--- src/rtl/uart_pkg.sv ---
// uart_pkg: shared UART FSM state type and default timing parameters
// Optional feature macro: UART_TX_PARITY_EN adds the PARITY state.
package uart_pkg;
    localparam int DEFAULT_CLKS_PER_BIT = 868;
    localparam int DEFAULT_DATA_BITS    = 8;
    typedef enum logic [2:0] {
        IDLE,
        START,
        DATA,
`ifdef UART_TX_PARITY_EN
        PARITY,
`endif
        STOP
    } uart_state_t;
endpackage

--- src/rtl/uart_baud_gen.sv ---
// uart_baud_gen: bit-period timer that pulses bit_done on the last cycle of each bit
// Ports: CLOCK_50 clock; reset sync active-high; clear holds the counter at 0;
//        bit_done high when the counter reaches CLKS_PER_BIT-1.
module uart_baud_gen
    import uart_pkg::*;
#(
    parameter int CLKS_PER_BIT = DEFAULT_CLKS_PER_BIT
) (
    input  logic CLOCK_50,
    input  logic reset,
    input  logic clear,
    output logic bit_done
);
    localparam int CW = $clog2(CLKS_PER_BIT);
    logic [CW-1:0] cnt;
    assign bit_done = cnt == CW'(CLKS_PER_BIT - 1);
    always_ff @(posedge CLOCK_50) begin
        if (reset || clear || bit_done)
            cnt <= '0;
        else
            cnt <= cnt + CW'(1);
    end
endmodule

--- src/rtl/uart_tx.sv ---
// uart_tx: UART transmitter, start + DATA_BITS LSB-first + optional even parity + stop
// Ports: CLOCK_50 clock; reset sync active-high; tx_data/tx_valid/tx_ready accept handshake;
//        tx registered serial line (idle high); busy high outside IDLE.
// Macro UART_TX_PARITY_EN inserts an even-parity bit before the stop bit.
module uart_tx
    import uart_pkg::*;
#(
    parameter int CLKS_PER_BIT = DEFAULT_CLKS_PER_BIT,
    parameter int DATA_BITS    = DEFAULT_DATA_BITS
) (
    input  logic                 CLOCK_50,
    input  logic                 reset,
    input  logic [DATA_BITS-1:0] tx_data,
    input  logic                 tx_valid,
    output logic                 tx_ready,
    output logic                 tx,
    output logic                 busy
);
    localparam int IW = $clog2(DATA_BITS);
    uart_state_t state, state_n;
    logic [DATA_BITS-1:0] data_q, data_n;
    logic [IW-1:0] idx, idx_n;
    logic tx_n, bit_done;
    assign tx_ready = (state == IDLE) && !reset;
    assign busy     = state != IDLE;
    // Timer is held cleared in IDLE so the start bit gets a full period from the accept.
    uart_baud_gen #(.CLKS_PER_BIT(CLKS_PER_BIT)) u_baud (
        .CLOCK_50 (CLOCK_50),
        .reset    (reset),
        .clear    (state == IDLE),
        .bit_done (bit_done)
    );
    always_ff @(posedge CLOCK_50) begin
        if (reset) begin
            state  <= IDLE;
            tx     <= 1'b1;
            data_q <= '0;
            idx    <= '0;
        end else begin
            state  <= state_n;
            tx     <= tx_n;
            data_q <= data_n;
            idx    <= idx_n;
        end
    end
    always_comb begin
        state_n = state;
        data_n  = data_q;
        idx_n   = idx;
        case (state)
            IDLE: if (tx_valid) begin
                state_n = START;
                data_n  = tx_data;
                idx_n   = '0;
            end
            START: if (bit_done) state_n = DATA;
            DATA: if (bit_done) begin
                if (idx == IW'(DATA_BITS - 1))
`ifdef UART_TX_PARITY_EN
                    state_n = PARITY;
`else
                    state_n = STOP;
`endif
                else
                    idx_n = idx + IW'(1);
            end
`ifdef UART_TX_PARITY_EN
            PARITY: if (bit_done) state_n = STOP;
`endif
            STOP: if (bit_done) state_n = IDLE;
            default: state_n = IDLE;
        endcase
        // tx is computed from the next state so the line is a pure register output.
        tx_n = (state_n == START) ? 1'b0 :
               (state_n == DATA)  ? data_n[idx_n] :
`ifdef UART_TX_PARITY_EN
               (state_n == PARITY) ? ^data_q :
`endif
               1'b1;
    end
endmodule

--- config.mk ---
export PLATFORM = sky130hd
export DESIGN_NAME = uart_tx
export DESIGN_NICKNAME = d
export VERILOG_FILES = /design/src/rtl/uart_pkg.sv /design/src/rtl/uart_baud_gen.sv /design/src/rtl/uart_tx.sv
export SDC_FILE = /design/constraint.sdc
export NUM_CORES = 1
export LEC_CHECK = 0
export CAP_MARGIN = 20
export CELL_PAD_IN_SITES_DETAIL_PLACEMENT = 1
export CELL_PAD_IN_SITES_GLOBAL_PLACEMENT = 1
export CORE_UTILIZATION = 37
export DETAILED_ROUTE_END_ITERATION = 8
export PLACE_DENSITY = 0.74
export SYNTH_ARGS = -nofsm -noshare
export SYNTH_HDL_FRONTEND = slang
export SYNTH_HIERARCHICAL = 1
export SYNTH_SLANG_ARGS = --single-unit
--- constraint.sdc ---
create_clock -name CLOCK_50 -period 2.3 [get_ports CLOCK_50]
set_input_delay 0.345 -clock CLOCK_50 [delete_from_list [all_inputs] [get_ports CLOCK_50]]
set_output_delay 0.345 -clock CLOCK_50 [all_outputs]
set_load 0.03 [all_outputs]
======== After elaboration in Yosys (flattened, before gate mapping) ========
Cells that the tools add are included.
storage, ports and cells
  logic and storage cells ................. 37
  output and inout port bits .............. 3
  register bits ........................... 25
operators by class
  reduce and logical (&&, ||, !) cells .... 6
  equality and inequality tests ........... 7
  mux-type cells .......................... 16
  $add $sub $neg .......................... 2
  order comparisons ....................... 1
operator list
  cell                                                count
  2-to-1 mux 3 bit                                    8
  2-to-1 mux 8 bit                                    2
  one-hot mux 3 bit (4 select lines)                  1
  adder 10 x 1 -> 10 bit, second input constant       1
  == test 10 bit, second input constant               1
  == test 3 x 2 -> 1 bit, second input constant       3
  == test 3 x 1 -> 1 bit, second input constant       2
  one-hot mux 3 bit (2 select lines)                  1
  < comparator 3 x 4 -> 1 bit, second input constant  1
  adder 3 x 1 -> 3 bit, second input constant         1
  binary-select mux 1 bit (select 3 bit)              1
  == test 3 bit, second input constant                1
  logical NOT 3 bit                                   1
  2-to-1 mux 1 bit                                    3
  nonzero test 3 bit                                  1
  logical OR 1 bit                                    2
  logical AND 1 bit                                   1
  logical NOT 1 bit                                   1

======== Longest topological paths before layout ========
  depth in word-level cells ............... 8
  depth in mapped cells ................... 11

======== Cells and area by module ========
Netlist, hierarchy kept.
modules (own cells, without submodules)
  module         area each (um2)  cells each  sequential area each (um2)  instances
  uart_tx        807.0            101         300.3                       1
  uart_baud_gen  454.2            53          200.2                       1

======== Least setup slack after synthesis ========
No wires, ideal clock.
  path kind ............................... register to register
  from .................................... register u_baud.cnt[4]
  to ...................................... register tx
  arrival ................................. 2340 ps
  stages on the path, launching flop included .. 11
  library setup time ...................... 134 ps
  data required time ...................... 2166 ps
  setup slack ............................. -174 ps
  cells stage by stage .................... dfxtp_1 nor4b_1 nand2_1 nor2_1 nor4bb_1 buf_2 a21boi_1 a211o_1 o221a_2 o21ai_0 a311oi_2
on the way
  cells in the longest elaborated chain, start to end .. 7
RTL lines
  what                                    line                 text
  start: declaration                      uart_baud_gen.sv:15  logic [CW-1:0] cnt;
  start signal: assignment                uart_baud_gen.sv:21  cnt <= cnt + CW'(1);
  == test 10 bit (*)                      uart_baud_gen.sv:16  assign bit_done = cnt == CW'(CLKS_PER_BIT - 1);
  named net bit_done                      uart_tx.sv:23        logic tx_n, bit_done;
  2-to-1 mux 3 bit                        uart_tx.sv:57        DATA: if (bit_done) begin
  one-hot mux 3 bit (2 select lines)      uart_tx.sv:50        case (state)
  binary-select mux 1 bit (select 3 bit)  uart_tx.sv:75        (state_n == DATA) ? data_n[idx_n] :
  2-to-1 mux 1 bit (implied by the code)  uart_tx.sv:75
  2-to-1 mux 1 bit                        uart_tx.sv:75
  2-to-1 mux 1 bit (*)                    uart_tx.sv:74        tx_n = (state_n == START) ? 1'b0 :
  end signal: assignment                  uart_tx.sv:41        tx <= tx_n;
  end: declaration                        uart_tx.sv:16        output logic tx,
Mark *: on every way through the listed nets, which the timed path passes. The rest lies on a longest branch. The select of a mux whose other input is x is not followed.
A chain may end at the register's enable or synchronous reset.

======== Final worst setup path ========
  from .................................... register u_baud.cnt[2]
  to ...................................... register tx
Same word-level chain as after synthesis.

==> summary.md <==
| Metric | Value |
|---|---|
| Worst path arrival time | 2.51 ns |
| Clk slew on worst S/H paths | 0.14 ns |
| Critical path class | flip-flop to flip-flop |
| CP cell instances | nor4b_4 -> nand2_2 -> nor2_4 -> nor4bb_4 -> a21boi_2 -> buf_4 -> a21boi_2 -> nor2_1 -> o221a_1 -> a311oi_2 |
| Initial DRC count | 34 |
| Met2 usage | 0.3611 |
| DRT antenna net count | 0 |
| CTS root buffer | clkbuf_4 |
| Endpoints failing setup | 0 |
| Critical Path RT | 2.55 ns |
| GRT Overall Usage | 0.2113 |
| Min setup slack post-route | 0.03507 ns |
| Lkg Pwr | 0.0006538 uW |
| Post-synth net total | 167 |
| Critical path's largest stage delay | 0.37 ns |
| Number of synthesized flops with an enable pin | 0 |
| TritonCTS Sinks | 25 |
| Max-cap violation count | 0 |
| Via count | 1,233 |
| Fraction of registers with async set/reset | 0 |
| Die width | 60.39 um |
| Worst skew pair latency | 0.32 ns |
| Drt pass-1 iters | 4 |
| Ranking of synthesized cells by area | dfxtp_1 (40%), nand2_1 (8.3%), nor2_1 (5.1%) |
| Cell Area, Synth | 1261 um^2 |
| DIE HEIGHT | 60.39 um |
| CTS Buffer Depth | 2 |
| Syn. warnings | 6 |
| RSZ-0062 raised after global routing | yes |
| Post-route minimum period | 2.265 ns |
| P&R area growth vs syn | 35.52% |
| Pwr per Cell Area | 438.5 nW/um^2 |
| Mean Syn Cell Area | 8.190 um^2 |
| Share of cells above drive strength 1 | 0.2766 |
| Multi-input gate area | 810.8 um^2 |
| IO Port Bufs | 13 |
| Hold Vio Cnt, Final | 0 |
| Most common cell in the netlist | nand2_1 |
| Top delay family on crit path | simple AND/OR/NAND/NOR gates |
| Seq cells post-synth | 25 |
| WP buf/inv | 1 |
| ANT cells | 0 |
| Vias in the first global route | 1,209 |
| Top-area cell type share of the netlist area | 0.3968 |
| Top Usage Layer GRT | met2 |
| Cell Count Post-Placement | 227 |
| DP HPWL | 2685 um |
| Cells after Synth | 154 |
| H-tree levels | 1 |
| Die ar. | 3646 um^2 |
| Core area | 3153 um^2 |
| Max Fanout on Critical Path | 3 |
| Seq/Total Area, Yosys | 0.3968 |
| Synth cell types | 44 |
| Post-Layout Cell Count | 232 |
| Hold buffers post-CTS | 0 |
| Largest net degree at the start of global routing | 16 |
| Antenna violations before repair | 0 |
| GR Util met3 | 0.02559 |
| # DRC | 0 |
| Fin crit share | 0.9848 |
| CTS tree | built |
| Synth area leader | dfxtp_1 |
| Critical path launch point type | flip-flop |
| Fill count | 407 |
| Place WS | -0.1737 ns |
| Total grt overflow | 0 |
| Vias per cell | 5.315 |
| Starting Density | 0.4000 |
| Clock skew | 0.002248 ns |
| Top Ports | 14 |
| Seq. cell area | 504.2 um^2 |
| Tot Pwr | 749.5 uW |
| Most frequent cells after synthesis | nand2_1 (28), dfxtp_1 (25), nor2_1 (17) |
| Post-synth top flop | dfxtp_1 |
| CP dominant cell by count | a21boi_2 |
| WL/cell | 16.06 um |
| Fin. max-slew vios | 0 |
| Worst min path class | flip-flop to flip-flop |
| Row count | 20 |
| First-pass GRT wire length | 5658 um |
| Maximum vdd drop | 0.3177 mV |
| Routed WL | 3725 um |
| Setup_tns | 0 ns |
| Status | finished clean |
| Max Freq | 441.5 MHz |
| Slowest-stage cell, CP | dfxtp_2 |
| Nets | 202 |
| Total CTS buffers | 3 |
| Routability cong. | 0.8773 |
| Worst Setup End Kind | flip-flop |
| GRT met1 Usage | 0.2822 |
per-stage QoR:
stage	util	area (um^2)	hold WS (ns)
2_1_floorplan	-	1291	0.4141
3_3_place_gp	0.5107	1610	0.4387
3_5_place_dp	0.5107	1610	0.4626
4_1_cts	0.5234	1650	0.4816
5_1_grt	0.5421	1709	0.5137
6_report	0.5421	1709	0.4825
final timing paths:
path	cells after the start	endpoint	startpoint	slack [ns]
hold reg to reg	2	data_q[0]	data_q[0]	0.48
setup reg to reg	10	tx	u_baud/cnt[2]	0.04
hold / removal	2	data_q[0]	data_q[0]	0.48
setup / recovery	10	tx	u_baud/cnt[2]	0.04
cell families (layout without fill, tap and decap cells):
logic type	count (synthesis)	in the layout	share of synthesized area
AOI/OAI and AO/OA	33	33	0.1915
muxes	2	2	0.01587
adders and majority gates	2	2	0.01984
xor gates and xnor gates	7	7	0.04861
other	1	1	0.002973
buffers and inverters	8	42	0.02777
DFF	25	25	0.3968
and+or+nand+nor	76	76	0.2966
power breakdown:
part           internal [uW]  switching [uW]  leakage (uW)
Sequential               445            10.2      0.000205
Clock                   67.8             135     0.0000150
Combinational           44.9            46.6      0.000434
layout by cell type, fill, tap and decap left out, types with 4 or more instances in the layout:
cell	instances
buf_4	20
nand2_1	25
nor3_1	4
xor2_1	4
dfxtp_1	22
a21oi_1	11
clkdlybuf4s50_1	12
o21ai_0	5
nand3_1	7
nor2_1	16
layout make-up:
class | count | share of cell area
clock buffer | 4 | 0.01537
inverter | 3 | 0.006589
multi-input combinational | 121 | 0.4744
sequential | 25 | 0.2950
tap | 44 | 0.03221
timing repair buffer | 35 | 0.1764
metal layers:
| metal | routed length (um) | vias up |
|---|---|---|
| met5 | 0 | - |
| met4 | 23 | 0 |
| met3 | 139 | 4 |
| met2 | 1862 | 30 |
| met1 | 1699 | 586 |
| li1 | - | 613 |
worst min-delay path: stages (launching register included):
cell     delay, ns
dfxtp_1       0.34
nand2_1       0.05
a21oi_1       0.06
repair_timing:
action                     in CTS  in global routing
gates resized for setup         3                 16
pin swaps                       1                  8
setup endpoints to repair       2                  1
setup buffers                   0                  1
flip-flops by register name, indices dropped and copies added (netlist names):
register    count
u_baud/cnt     10
data_q          8
state           3
tx              1
idx             3
Note: power is estimated with default switching activity, not from simulation.
